<file path="src/rtl/pu_riscv_wb_pkg.sv">
// Shared Wishbone cycle/burst type encodings and arbiter state type for the
// PU-RISCV MMIO arbiter.
package pu_riscv_wb_pkg;

    localparam logic [2:0] CLASSIC = 3'b000;
    localparam logic [2:0] CONST   = 3'b001;
    localparam logic [2:0] INCR    = 3'b010;
    localparam logic [2:0] EOB     = 3'b111;

    localparam logic [1:0] LINEAR  = 2'b00;
    localparam logic [1:0] WRAP4   = 2'b01;
    localparam logic [1:0] WRAP8   = 2'b10;
    localparam logic [1:0] WRAP16  = 2'b11;

    typedef enum logic [1:0] {
        IDLE,
        OWN,
        ABORT
    } arb_state_t;

endpackage

</file>
<file path="src/rtl/pu_riscv_mmio_arb_wb_if.sv">
// Bundle of the two-master / one-slave Wishbone signals around the MMIO arbiter.
// The arbiter uses the slave view; masters and the slave model use the master view.
interface pu_riscv_mmio_arb_wb_if #(
    parameter int unsigned HADDR_SIZE = 32,
    parameter int unsigned HDATA_SIZE = 32
);
    logic [1:0]              m_cyc_i;
    logic [1:0]              m_stb_i;
    logic [1:0]              m_we_i;
    logic [7:0]              m_sel_i;
    logic [2*HADDR_SIZE-1:0] m_adr_i;
    logic [2*HDATA_SIZE-1:0] m_dat_i;
    logic [5:0]              m_cti_i;
    logic [3:0]              m_bte_i;
    logic [HDATA_SIZE-1:0]   m_dat_o;
    logic [1:0]              m_ack_o;
    logic [1:0]              m_err_o;

    logic                    s_cyc_o;
    logic                    s_stb_o;
    logic                    s_we_o;
    logic [3:0]              s_sel_o;
    logic [HADDR_SIZE-1:0]   s_adr_o;
    logic [HDATA_SIZE-1:0]   s_dat_o;
    logic [2:0]              s_cti_o;
    logic [1:0]              s_bte_o;
    logic [HDATA_SIZE-1:0]   s_dat_i;
    logic                    s_ack_i;
    logic                    s_err_i;

    logic [1:0]              grant_o;
    logic                    timeout_o;

    modport slave (
        input  m_cyc_i, m_stb_i, m_we_i, m_sel_i, m_adr_i, m_dat_i, m_cti_i, m_bte_i,
        input  s_dat_i, s_ack_i, s_err_i,
        output m_dat_o, m_ack_o, m_err_o,
        output s_cyc_o, s_stb_o, s_we_o, s_sel_o, s_adr_o, s_dat_o, s_cti_o, s_bte_o,
        output grant_o, timeout_o
    );

    modport master (
        output m_cyc_i, m_stb_i, m_we_i, m_sel_i, m_adr_i, m_dat_i, m_cti_i, m_bte_i,
        output s_dat_i, s_ack_i, s_err_i,
        input  m_dat_o, m_ack_o, m_err_o,
        input  s_cyc_o, s_stb_o, s_we_o, s_sel_o, s_adr_o, s_dat_o, s_cti_o, s_bte_o,
        input  grant_o, timeout_o
    );

endinterface

</file>
<file path="src/rtl/pu_riscv_rr_arb2.sv">
// Two-way round-robin winner select with a registered priority pointer.
// The pointer moves to the other master whenever the current owner releases.
module pu_riscv_rr_arb2 (
    input  logic       clk,
    input  logic       rst,
    input  logic [1:0] req,
    input  logic       rel,
    input  logic       owner,
    output logic       winner,
    output logic       valid
);

    logic prio_q;

    always_ff @(posedge clk) begin
        if (rst) begin
            prio_q <= 1'b0;
        end else if (rel) begin
            prio_q <= ~owner;
        end
    end

    always_comb begin
        valid  = |req;
        winner = req[prio_q] ? prio_q : ~prio_q;
    end

endmodule

</file>
<file path="src/rtl/pu_riscv_mmio_arb_wb.sv">
// Two-master Wishbone arbiter in front of the MMIO simulation slave, with
// cycle-long grants, round-robin ownership and a per-transfer watchdog.
module pu_riscv_mmio_arb_wb
    import pu_riscv_wb_pkg::*;
#(
    parameter int unsigned HADDR_SIZE = 32,
    parameter int unsigned HDATA_SIZE = 32,
    parameter int unsigned TIMEOUT    = 1024
) (
    input logic                   HCLK,
    input logic                   HRESET,
    pu_riscv_mmio_arb_wb_if.slave bus
);

    localparam int unsigned    CntW    = (TIMEOUT > 0) ? $clog2(TIMEOUT + 1) : 1;
    localparam logic [CntW-1:0] CntLast = CntW'(TIMEOUT - 1);

    arb_state_t      state_q;
    logic            owner_q;
    logic [1:0]      grant_q;
    logic            timeout_q;
    logic [CntW-1:0] cnt_q;

    logic arb_winner;
    logic arb_valid;
    logic rel;
    logic own_cyc;
    logic own_stb;
    logic live;
    logic resp;
    logic expire;

    assign own_cyc = bus.m_cyc_i[owner_q];
    assign own_stb = bus.m_stb_i[owner_q];
    assign live    = !HRESET && (state_q == OWN);
    assign resp    = bus.s_ack_i || bus.s_err_i;
    assign rel     = (state_q != IDLE) && !own_cyc;
    // A response in the expiry cycle wins over the abort.
    assign expire  = (TIMEOUT != 0) && bus.s_stb_o && !resp && (cnt_q == CntLast);

    pu_riscv_rr_arb2 u_arb (
        .clk    (HCLK),
        .rst    (HRESET),
        .req    (bus.m_cyc_i),
        .rel    (rel),
        .owner  (owner_q),
        .winner (arb_winner),
        .valid  (arb_valid)
    );

    always_ff @(posedge HCLK) begin
        if (HRESET) begin
            state_q   <= IDLE;
            owner_q   <= 1'b0;
            grant_q   <= 2'b00;
            timeout_q <= 1'b0;
            cnt_q     <= '0;
        end else begin
            timeout_q <= 1'b0;
            unique case (state_q)
                IDLE: begin
                    if (arb_valid) begin
                        state_q <= OWN;
                        owner_q <= arb_winner;
                        grant_q <= {arb_winner, ~arb_winner};
                        cnt_q   <= '0;
                    end
                end
                OWN: begin
                    if (!own_cyc) begin
                        state_q <= IDLE;
                        grant_q <= 2'b00;
                    end else if (resp) begin
                        cnt_q <= '0;
                    end else if (expire) begin
                        state_q   <= ABORT;
                        timeout_q <= 1'b1;
                    end else if (bus.s_stb_o) begin
                        cnt_q <= cnt_q + CntW'(1);
                    end
                end
                ABORT: begin
                    if (!own_cyc) begin
                        state_q <= IDLE;
                        grant_q <= 2'b00;
                    end
                end
                default: state_q <= IDLE;
            endcase
        end
    end

    always_comb begin
        bus.s_cyc_o = live && own_cyc;
        bus.s_stb_o = live && own_cyc && own_stb;
        bus.s_we_o  = live && bus.m_we_i[owner_q];
        bus.s_sel_o = owner_q ? bus.m_sel_i[7:4] : bus.m_sel_i[3:0];
        bus.s_adr_o = owner_q ? bus.m_adr_i[2*HADDR_SIZE-1 -: HADDR_SIZE]
                              : bus.m_adr_i[HADDR_SIZE-1:0];
        bus.s_dat_o = owner_q ? bus.m_dat_i[2*HDATA_SIZE-1 -: HDATA_SIZE]
                              : bus.m_dat_i[HDATA_SIZE-1:0];
        bus.s_cti_o = owner_q ? bus.m_cti_i[5:3] : bus.m_cti_i[2:0];
        bus.s_bte_o = owner_q ? bus.m_bte_i[3:2] : bus.m_bte_i[1:0];

        bus.m_dat_o = bus.s_dat_i;
        bus.m_ack_o = 2'b00;
        bus.m_err_o = 2'b00;
        if (live) begin
            bus.m_ack_o[owner_q] = bus.s_ack_i;
            bus.m_err_o[owner_q] = bus.s_err_i;
        end
        // Abort error is a single-cycle pulse on entry to ABORT.
        if (!HRESET && timeout_q) begin
            bus.m_err_o[owner_q] = 1'b1;
        end

        bus.grant_o   = grant_q;
        bus.timeout_o = timeout_q;
    end

endmodule

</file>
<file path="src/flat_wrapper.sv">
// flat-port wrapper written by rule: the top's interface ports become plain ports
module pu_riscv_mmio_arb_wb_flat import pu_riscv_wb_pkg::*;
#(
    parameter int unsigned HADDR_SIZE = 32,
    parameter int unsigned HDATA_SIZE = 32,
    parameter int unsigned TIMEOUT    = 1024
)
  (HCLK, HRESET, bus_m_cyc_i, bus_m_stb_i, bus_m_we_i, bus_m_sel_i, bus_m_adr_i, bus_m_dat_i, bus_m_cti_i, bus_m_bte_i, bus_s_dat_i, bus_s_ack_i, bus_s_err_i, bus_m_dat_o, bus_m_ack_o, bus_m_err_o, bus_s_cyc_o, bus_s_stb_o, bus_s_we_o, bus_s_sel_o, bus_s_adr_o, bus_s_dat_o, bus_s_cti_o, bus_s_bte_o, bus_grant_o, bus_timeout_o);
  pu_riscv_mmio_arb_wb_if #(.HADDR_SIZE(HADDR_SIZE), .HDATA_SIZE(HDATA_SIZE)) bus_i ();
  input logic HCLK;
  input logic HRESET;
  input wire logic [$bits(bus_i.m_cyc_i)-1:0] bus_m_cyc_i;
  input wire logic [$bits(bus_i.m_stb_i)-1:0] bus_m_stb_i;
  input wire logic [$bits(bus_i.m_we_i)-1:0] bus_m_we_i;
  input wire logic [$bits(bus_i.m_sel_i)-1:0] bus_m_sel_i;
  input wire logic [$bits(bus_i.m_adr_i)-1:0] bus_m_adr_i;
  input wire logic [$bits(bus_i.m_dat_i)-1:0] bus_m_dat_i;
  input wire logic [$bits(bus_i.m_cti_i)-1:0] bus_m_cti_i;
  input wire logic [$bits(bus_i.m_bte_i)-1:0] bus_m_bte_i;
  input wire logic [$bits(bus_i.s_dat_i)-1:0] bus_s_dat_i;
  input wire logic [$bits(bus_i.s_ack_i)-1:0] bus_s_ack_i;
  input wire logic [$bits(bus_i.s_err_i)-1:0] bus_s_err_i;
  output wire logic [$bits(bus_i.m_dat_o)-1:0] bus_m_dat_o;
  output wire logic [$bits(bus_i.m_ack_o)-1:0] bus_m_ack_o;
  output wire logic [$bits(bus_i.m_err_o)-1:0] bus_m_err_o;
  output wire logic [$bits(bus_i.s_cyc_o)-1:0] bus_s_cyc_o;
  output wire logic [$bits(bus_i.s_stb_o)-1:0] bus_s_stb_o;
  output wire logic [$bits(bus_i.s_we_o)-1:0] bus_s_we_o;
  output wire logic [$bits(bus_i.s_sel_o)-1:0] bus_s_sel_o;
  output wire logic [$bits(bus_i.s_adr_o)-1:0] bus_s_adr_o;
  output wire logic [$bits(bus_i.s_dat_o)-1:0] bus_s_dat_o;
  output wire logic [$bits(bus_i.s_cti_o)-1:0] bus_s_cti_o;
  output wire logic [$bits(bus_i.s_bte_o)-1:0] bus_s_bte_o;
  output wire logic [$bits(bus_i.grant_o)-1:0] bus_grant_o;
  output wire logic [$bits(bus_i.timeout_o)-1:0] bus_timeout_o;
  assign bus_i.m_cyc_i = bus_m_cyc_i;
  assign bus_i.m_stb_i = bus_m_stb_i;
  assign bus_i.m_we_i = bus_m_we_i;
  assign bus_i.m_sel_i = bus_m_sel_i;
  assign bus_i.m_adr_i = bus_m_adr_i;
  assign bus_i.m_dat_i = bus_m_dat_i;
  assign bus_i.m_cti_i = bus_m_cti_i;
  assign bus_i.m_bte_i = bus_m_bte_i;
  assign bus_i.s_dat_i = bus_s_dat_i;
  assign bus_i.s_ack_i = bus_s_ack_i;
  assign bus_i.s_err_i = bus_s_err_i;
  assign bus_m_dat_o = bus_i.m_dat_o;
  assign bus_m_ack_o = bus_i.m_ack_o;
  assign bus_m_err_o = bus_i.m_err_o;
  assign bus_s_cyc_o = bus_i.s_cyc_o;
  assign bus_s_stb_o = bus_i.s_stb_o;
  assign bus_s_we_o = bus_i.s_we_o;
  assign bus_s_sel_o = bus_i.s_sel_o;
  assign bus_s_adr_o = bus_i.s_adr_o;
  assign bus_s_dat_o = bus_i.s_dat_o;
  assign bus_s_cti_o = bus_i.s_cti_o;
  assign bus_s_bte_o = bus_i.s_bte_o;
  assign bus_grant_o = bus_i.grant_o;
  assign bus_timeout_o = bus_i.timeout_o;
  pu_riscv_mmio_arb_wb #(.HADDR_SIZE(HADDR_SIZE), .HDATA_SIZE(HDATA_SIZE), .TIMEOUT(TIMEOUT)) u_core (.HCLK(HCLK), .HRESET(HRESET), .bus(bus_i));
endmodule
</file>
<file path="config.mk">
export PLATFORM = sky130hd
export DESIGN_NAME = pu_riscv_mmio_arb_wb_flat
export DESIGN_NICKNAME = d
export VERILOG_FILES = /design/src/rtl/pu_riscv_wb_pkg.sv /design/src/rtl/pu_riscv_mmio_arb_wb_if.sv /design/src/rtl/pu_riscv_rr_arb2.sv /design/src/rtl/pu_riscv_mmio_arb_wb.sv /design/src/flat_wrapper.sv
export SDC_FILE = /design/constraint.sdc
export NUM_CORES = 1
export LEC_CHECK = 0
export BUFFER_PORTS_ARGS = -buffer_cell sky130_fd_sc_hd__buf_2
export CORE_AREA = 10 10 108 110
export CTS_BUF_LIST = sky130_fd_sc_hd__clkbuf_4 sky130_fd_sc_hd__clkbuf_8
export CTS_CLUSTER_DIAMETER = 150
export DETAILED_ROUTE_END_ITERATION = 8
export DIE_AREA = 0 0 118 120
export GPL_ROUTABILITY_DRIVEN = 0
export PLACE_DENSITY_LB_ADDON = 0.3
export SLEW_MARGIN = 25
export SYNTH_ARGS = -nofsm -noshare
export SYNTH_HDL_FRONTEND = slang
export SYNTH_SLANG_ARGS = --single-unit
</file>
<file path="constraint.sdc">
create_clock -name HCLK -period 2.6 [get_ports HCLK]
set_input_delay 0.13 -clock HCLK [delete_from_list [all_inputs] [get_ports HCLK]]
set_output_delay 0.13 -clock HCLK [all_outputs]
set_load 0.03 [all_outputs]
</file>
==> results of run 1 <==
-- per-stage QoR --
stage | hold slack [ns] | setup slack (ns) | total power [mW] | instance area (um2) | utilization, %
2_1_floorplan | 0.302 | 0.665 | 0.952 | 2300 | -
3_3_place_gp | 0.260 | 0.495 | 1.16 | 3390 | 35.5
6_report | 0.228 | 0.395 | 1.37 | 3430 | 36.0
3_5_place_dp | 0.260 | 0.440 | 1.17 | 3390 | 35.5
5_1_grt | 0.259 | 0.113 | 1.44 | 3430 | 36.0
4_1_cts | 0.226 | 0.399 | 1.39 | 3430 | 36.0
-- cell type report --
class	instances	area (um2)	area share, %
multi-input cells	195	1610	47.0
well taps	133	166	4.85
inverters	5	21.3	0.619
repair buffers	242	1220	35.6
clock buffers	4	48.8	1.42
flip-flops and latches	18	364	10.6
-- critical path: stages, from the launching register on --
cell and delay [ns]:
dfxtp_1 0.32, inv_1 0.09, ha_1 0.40, nor2b_1 0.33, nand3_2 0.19, inv_4 0.16, nand3_1 0.09, or4_1 0.40
a21oi_1 0.16
-- kinds of logic (layout without fill, tap and decap cells) --
| family | after synthesis | in the layout | synth area share [%] |
|---|---|---|---|
| mux | 77 | 77 | 37.6 |
| buf+inv | 52 | 251 | 14.2 |
| compound gates | 42 | 42 | 11.3 |
| fa+ha+maj | 4 | 4 | 2.18 |
| simple gates | 72 | 72 | 19.1 |
| flops | 18 | 18 | 15.7 |
-- flip-flops by register name (all words and copies together), names as in the netlist --
register	cells
u_core.cnt_q	11
u_core.owner_q	1
u_core.bus.grant_o	2
u_core.bus.timeout_o	1
u_core.state_q	2
u_core.u_arb.prio_q	1
-- routing by layer --
layer / part of all wire, % / up-vias / global-route usage [%]
met2: 49 / 129 / 25.8
met5: 0 / - / 0
li1: - / 1336 / -
met1: 44 / 1266 / 18.2
met4: 0.25 / 0 / 1.16
met3: 7.0 / 4 / 3.94
-- cells in the final DEF, fill, tap and decap left out, types with 5 or more instances in the layout --
cell,n
mux2_1,9
mux2_2,66
a21oi_1,15
dfxtp_1,17
buf_2,238
and3_1,5
nor2_1,12
a31oi_1,5
nand2_1,10
nand3_1,7
o21ai_1,9
-- where the power goes --
group          leakage (nW)  switching [mW]  internal, mW
logic                  1.53           0.527         0.331
clock network        0.0262          0.0956         0.119
registers             0.147          0.0111         0.287
-- worst paths after layout --
kind	endpoint	slack, ns	depth (start not counted)
worst max-delay path	u_core.cnt_q[8]$_SDFFE_PP0P_	0.40	8
worst min-delay path	u_core.bus.timeout_o$_SDFF_PP0_	0.23	4
worst max register to register	u_core.cnt_q[8]$_SDFFE_PP0P_	0.40	8
worst min register to register	u_core.cnt_q[10]$_SDFFE_PP0P_	0.51	2
==> run summary, run 1 <==
Outcome = finished clean
Residual DRC count = 0
Fin nets = 657
Initial drt markers = 117
Worst Hold Launch = bus_s_err_i
Hold Path Class = in2reg
Max_cap viols = 0
Clock slew at reported path FFs = 0.07 ns
P per Cell Area = 399 nW/um2
Detail Route Antenna Nets = 0
Commonest cells in the netlist = 66 x mux2_2, 32 x buf_4, 18 x dfxtp_1
Yosys top cell area share = 32.3%
CP Data Required Time = 2.78 ns
Vias per Instance = 4.58
Rel. slew slack = 62.3%
Die ar. = 14200 um2
Dpl hpwl = 10100 um
Min Tclk post-route = 2.20 ns
N_diodes = 0
Synth async-reset ratio = 0%
Setup Crit Path Kind = reg2reg
Synthesized cell area = 2300 um2
Synth area leader = mux2_2
CTS root buf = clkbuf_8
# hold bufs at CTS = 0
Clk_lat worst skew = 0.25 ns
Worst r2r src = u_core.state_q[1]$_SDFFE_PP0P_
Non-Filler Instances = 597
Sequential share of the synthesized area = 15.7%
Vias = 2735
LEAKAGE = 1.70 nW
Area growth from synthesis to layout = 49.4%
Slew Viols, Final = 0
Antenna violations before repair = 0
Max Freq = 0.454 GHz
Final-report hold violation count = 0
Synth Instances = 265
Global-route wire length before repair = 16800 um
Final setup TNS = 0 ns
CTS Sinks = 18
Clock Tree Buf Depth = 2
CP arrival = 2.39 ns
Proportion of layout cells with a drive suffix above 1 = 69.2%
GRT Total Usage = 14.7%
Ports = 303
Num CTS Buffers = 3
Crit start category = flip-flop
Pin count of the biggest net entering global routing = 47
Placed cells = 593
Count leader, synth = mux2_2
Final setup fails = 0
Post-synth EDFFs = 0
Core Region = 9550 um2
Die Y = 120 um
Register bit total from synthesis = 18
Vias in the first global route = 2795
Fillcell total = 1007
DIE WIDTH = 118 um
Mapped Avg Cell Area = 8.67 um2
Clock Skews = 0.00196 ns
Crit-path max FO = 11
Row cnt = 36
Tcrit/Tclk final = 84.8%
Initial core utilization = 24.1%
Cts repair resizes = 0
Largest cells by area after synthesis = mux2_2 32%, dfxtp_1 16%, buf_4 10%
Worst Max-Slew Pin Slew = 0.565 ns
Buffers added on ports = 238
Post-Route WL = 11600 um
Worst Setup End Kind = flip-flop
Drt pass-1 iters = 4
Peak supply drop = 0.203 mV
Avg WL per Cell = 19.4 um
Synth warn = 0
RSZ-0062 raised after global routing = no
CTS tree = done
GRT Residual Overflow = 0
H-tree levels = 1
Yosys cell types = 47
Synthesized net count = 457
CP Launch Point = u_core.state_q[1]$_SDFFE_PP0P_
Setup Buffers After CTS = 0
Top FF cell, synth = dfxtp_1
(Power assumes the default switching activity.)
==> run 2, diff against run 1 <==
Settings changed: ABC_AREA set to 1, CORE_AREA 10 10 108 110 to 10 10 110 112, DIE_AREA 0 0 118 120 to 0 0 120 122.
Clock period 2.6 ns to 1.95 ns, I/O delays scaled along.
==> run summary, run 2 <==
Mapped Avg Cell Area = 5.04 um2
Min Tclk post-route = 1.75 ns
Clk_lat worst skew = 0.26 ns
Clock Skews = 0.00517 ns
Commonest cells in the netlist = 264 x nand2_1, 33 x nor2_1, 32 x buf_4
Proportion of layout cells with a drive suffix above 1 = 40.3%
Tcrit/Tclk final = 89.5%
Register bit total from synthesis = 18
LEAKAGE = 2.19 nW
Max incr delay on CP = 0.33 ns
Yosys cell types = 24
Final setup TNS = 0 ns
Dpl hpwl = 10500 um
Crit-path cells = inv_1 > ha_1 > inv_1 > nor2_1 > inv_1 > a21oi_2 > buf_2
DIE WIDTH = 120 um
CP arrival = 1.65 ns
Setup Buffers After CTS = 0
Largest register FFs = 11
Detail Route Antenna Nets = 0
Row cnt = 37
Setup ws final = 0.204 ns
Avg WL per Cell = 15.0 um
Synth async-reset ratio = 0%
Synth Instances = 455
Worst path most repeated cell = inv_1
Hold Path Class = in2reg
Vias per Instance = 4.24
Crit-path slowest cell = dfxtp_1
RSZ-0062 raised after global routing = no
Slew Viols, Final = 0
Worst Setup End Kind = output port
Rel. slew slack = 73.1%
P per Cell Area = 639 nW/um2
Setup WS pre-CTS = 0.0996 ns
Fin nets = 846
Pin count of the biggest net entering global routing = 54
CTS root buf = clkbuf_8
Die ar. = 14600 um2
Post-synth EDFFs = 0
CTS tree = done
Initial core utilization = 22.8%
Residual DRC count = 0
Core Region = 10000 um2
H-tree levels = 1
Buffers added on ports = 238
Drt pass-1 iters = 4
CP Data Required Time = 1.85 ns
Global-route wire length before repair = 17100 um
Initial drt markers = 113
Top cell family by delay on the critical path = buffers and inverters
Max Freq = 0.573 GHz
Antenna violations before repair = 1
Yosys top cell area share = 43.2%
Clock Tree Buf Depth = 2
Num CTS Buffers = 3
Sequential share of the synthesized area = 15.7%
Post-Route WL = 11800 um
Crit start category = flip-flop
Synth area leader = nand2_1
GRT Residual Overflow = 0
GRT Total Usage = 14.3%
Synthesized cell area = 2290 um2
Synth warn = 0
Most common cell after layout, fill and taps aside = nand2_1
Die Y = 122 um
Final-report hold violation count = 0
CTS Sinks = 18
Crit-path max FO = 4
Fillcell total = 1187
Worst path bufs/invs = 4
Final setup fails = 0
Peak supply drop = 0.299 mV
Largest cells by area after synthesis = nand2_1 43%, dfxtp_1 16%, buf_4 10%
Commonest non-fill, non-tap cells in the layout = 264 x nand2_1, 238 x buf_2, 33 x nor2_1
Max_cap viols = 0
Area growth from synthesis to layout = 50.1%
Top FF cell, synth = dfxtp_1
Vias in the first global route = 3234
Outcome = finished clean
Clock slew at reported path FFs = 0.07 ns
Vias = 3342
Ports = 303
Count leader, synth = nand2_1
Worst Max-Slew Pin Slew = 0.399 ns
Synthesized net count = 647
Setup Crit Path Kind = reg2out
Largest Register = u_core.cnt_q
==> run 2: cell types whose count changed after synthesis, moves of 6 or more <==
cell and delta:
nand2_1 +254, mux2_2 -66, inv_1 +27, nor2_1 +21, clkbuf_1 +14, mux2_1 -9
o21ai_0 +9, buf_1 -6, buf_2 -6, o21ai_1 -6
==> run 2: repair_timing <==
item / CTS / global route
endpoints found under the setup margin: 0 / 7
resized for setup: 0 / 5
hold buffers: 0 / 0
==> run 2: worst reg2reg max path: stages (launching register included) <==
cell	delay (ns)
dfxtp_1	0.33
inv_1	0.08
ha_1	0.21
inv_1	0.07
nor2_1	0.15
nand2_2	0.10
nor2_4	0.13
nand2_2	0.08
nand2_4	0.10
nand2_4	0.11
inv_2	0.13
nand2_1	0.06
nand2_1	0.05
nor2_1	0.04
==> run 2: where the power goes <==
group | switching, mW | total, mW | internal [mW]
Combinational | 1.04 | 1.49 | 0.453
Clock | 0.130 | 0.267 | 0.137
Sequential | 0.0323 | 0.439 | 0.407
==> run 2: through the flow <==
stage | area (um2) | power (mW) | util [%] | std cells | hold slack [ns]
2_1_floorplan | 2290 | 1.55 | - | 455 | 0.167
3_3_place_gp | 3380 | 1.93 | 33.7 | 785 | 0.195
3_5_place_dp | 3380 | 1.95 | 33.7 | 785 | 0.195
4_1_cts | 3420 | 2.22 | 34.1 | 788 | 0.120
5_1_grt | 3440 | 2.36 | 34.3 | 789 | 0.131
6_report | 3440 | 2.20 | 34.3 | 789 | 0.114
==> run 2: per-layer routing <==
metal | up-vias | global-route usage, % | routed length, um
li1 | 1728 | - | -
met1 | 1440 | 14.6 | 4180
met2 | 162 | 25.8 | 6140
met3 | 12 | 7.26 | 1330
met4 | 0 | 3.09 | 195
met5 | - | 0 | 0
==> run 2: logic make-up (layout without fill, tap and decap cells) <==
| group | count (synthesis) | after routing | synth area share [%] |
|---|---|---|---|
| xor gates and xnor gates | 2 | 2 | 0.763 |
| DFF | 18 | 18 | 15.7 |
| and+or+nand+nor | 322 | 322 | 55.4 |
| adders and majority gates | 4 | 4 | 2.18 |
| buffers and inverters | 83 | 280 | 19.7 |
| other | 0 | 1 | 0 |
| AOI/OAI and AO/OA | 26 | 26 | 6.27 |
==> run 2: worst paths after layout <==
check | cells past startpoint | to | from | slack (ns)
setup / recovery | 7 | bus_s_we_o | u_core.state_q[1]$_SDFFE_PP0P_ | 0.20
hold / removal | 2 | u_core.state_q[0]$_SDFFE_PP0P_ | HRESET | 0.11
setup reg to reg | 13 | u_core.cnt_q[8]$_SDFFE_PP0P_ | u_core.state_q[1]$_SDFFE_PP0P_ | 0.20
hold reg to reg | 2 | u_core.cnt_q[7]$_SDFFE_PP0P_ | u_core.cnt_q[7]$_SDFFE_PP0P_ | 0.45
==> run 2: cell type report <==
cell class,instances,area (um2),area share [%]
Inverter,32,125,3.63
Antenna cell,1,2.50,0.0726
Sequential cell,18,362,10.5
Timing Repair Buffer,245,1250,36.2
Multi-Input combinational cell,354,1500,43.4
Clock buffer,3,41.3,1.20
Tap cell,136,170,4.94
==> run 3, diff against run 2 <==
Settings changed: PLACE_DENSITY set to 0.67, PLACE_DENSITY_LB_ADDON 0.3 to not set.
==> run summary, run 3 (synthesis gave the netlist of run 2 again) <==
Core Region = 10000 um2
Comb power frac = 66.5%
Sw Ratio = 53.6%
Proportion of layout cells with a drive suffix above 1 = 39.9%
Detail Route Antenna Nets = 0
Peak supply drop = 0.231 mV
H-tree levels = 1
Drt pass-1 iters = 4
Max_cap viols = 0
WHS Endpoint = u_core.state_q[0]$_SDFFE_PP0P_
Flop pwr share = 19.6%
Final-report hold violation count = 0
CTS Sinks = 18
Fin nets = 845
Global-route wire length before repair = 17000 um
Ports = 303
Rel. slew slack = 70.8%
Worst path most repeated cell = inv_1
Min Tclk post-route = 1.75 ns
P per Cell Area = 653 nW/um2
Commonest non-fill, non-tap cells in the layout = 264 x nand2_1, 238 x buf_2, 33 x nor2_1
Worst reg2reg endpoint = u_core.cnt_q[5]$_SDFFE_PP0P_
Most common cell after layout, fill and taps aside = nand2_1
Placed cells = 784
Final setup TNS = 0 ns
Switching pwr = 1.20 mW
CP arrival = 1.65 ns
Max incr delay on CP = 0.33 ns
Die ar. = 14600 um2
Worst Hold Launch = HRESET
Max Freq = 0.571 GHz
Vias = 3168
Worst Reg-to-Reg Cells = 13
Top cell family by delay on the critical path = buffers and inverters
Final setup fails = 0
GRT Residual Overflow = 0
Post-Route WL = 11500 um
Hold Path Class = in2reg
Initial core utilization = 22.8%
Clock Tree Buf Depth = 2
Non-Filler Instances = 788
Clock Skews = 0.00222 ns
Crit start category = flip-flop
Worst path bufs/invs = 4
Largest register FFs = 11
# hold bufs at CTS = 0
Worst Hold Depth = 2
CP Data Required Time = 1.85 ns
LEAKAGE = 2.19 nW
Pwr Total = 2.24 mW
CTS root buf = clkbuf_8
Slew Viols, Final = 0
Pin count of the biggest net entering global routing = 45
DIE WIDTH = 120 um
Worst Setup End Kind = output port
Clk_lat worst skew = 0.25 ns
GRT Total Usage = 14.3%
Crit-path max FO = 4
Row cnt = 37
Vias in the first global route = 3073
Cts repair resizes = 0
Setup Buffers After CTS = 0
Num CTS Buffers = 3
Clock slew at reported path FFs = 0.07 ns
RSZ-0062 raised after global routing = no
Initial drt markers = 136
Crit path depth = 7
Dpl hpwl = 10000 um
Crit-path slowest cell = dfxtp_1
Residual DRC count = 0
Outcome = finished clean
Crit-path cells = inv_1 > ha_1 > inv_1 > nor2_1 > inv_1 > a21oi_1 > buf_2
Largest Register = u_core.cnt_q
CTS tree = done
Antenna violations before repair = 2
Clock power share = 13.9%
Setup Crit Path Kind = reg2out
Vias per Instance = 4.02
Worst r2r src = u_core.state_q[1]$_SDFFE_PP0P_
N_diodes = 0
Worst Max-Slew Pin Slew = 0.434 ns
Area growth from synthesis to layout = 49.5%
Tcrit/Tclk final = 89.8%
Die Y = 122 um
Avg WL per Cell = 14.6 um
Buffers added on ports = 238
Flop-to-flop setup slack = 0.23 ns
Internal Power = 1.04 mW
## run 3: cell count changes in the layout (fill, tap and decap cells not counted), sizes merged
cell,before,now
clkbuf,3,4
diode,1,0
buf,245,244
## run 3: power groups by stage
stage               sequential, mW  clock, mW  combinational, mW
floorplan                    0.444          0               1.11
global placement             0.446          0               1.50
detailed placement           0.446          0               1.51
CTS                          0.438      0.320               1.51
global route                 0.443      0.331               1.63
finish                       0.439      0.310               1.49
## run 3: area by class of cell
class / instances / area (um2)
tap: 136 / 170
timing repair buffer: 244 / 1240
fill: 1164 / 6620
multi-input combinational: 354 / 1480
inverter: 32 / 125
sequential: 18 / 362
clock buffer: 4 / 55.1
## run 3: through the flow
step / hold WS, ns / utilization (%) / area [um2] / setup WS, ns
floorplan: 0.167 / - / 2290 / 0.272
global placement: 0.195 / 33.6 / 3380 / 0.298
detailed placement: 0.195 / 33.6 / 3380 / 0.241
CTS: 0.0983 / 34.2 / 3430 / 0.167
global route: 0.126 / 34.2 / 3430 / 0.0321
finish: 0.111 / 34.2 / 3430 / 0.200
## run 3: worst max-delay path by stage
stage | startpoint | end | slack, ns
2_1_floorplan | u_core.state_q[1]$_SDFFE_PP0P_ | u_core.cnt_q[2]$_SDFFE_PP0P_ | 0.27
3_3_place_gp | u_core.state_q[1]$_SDFFE_PP0P_ | u_core.cnt_q[8]$_SDFFE_PP0P_ | 0.30
3_5_place_dp | u_core.state_q[1]$_SDFFE_PP0P_ | u_core.cnt_q[8]$_SDFFE_PP0P_ | 0.24
4_1_cts | u_core.state_q[1]$_SDFFE_PP0P_ | bus_s_we_o | 0.17
5_1_grt | u_core.state_q[1]$_SDFFE_PP0P_ | u_core.cnt_q[5]$_SDFFE_PP0P_ | 0.03
6_report | u_core.state_q[1]$_SDFFE_PP0P_ | bus_s_we_o | 0.20
## run 3: metal layers
layer	vias to the layer above	wire length (um)	GRT usage (%)
li1	1725	-	-
met1	1286	4500	16.5
met2	141	5500	23.5
met3	14	1250	6.75
met4	2	216	3.54
met5	-	13	0
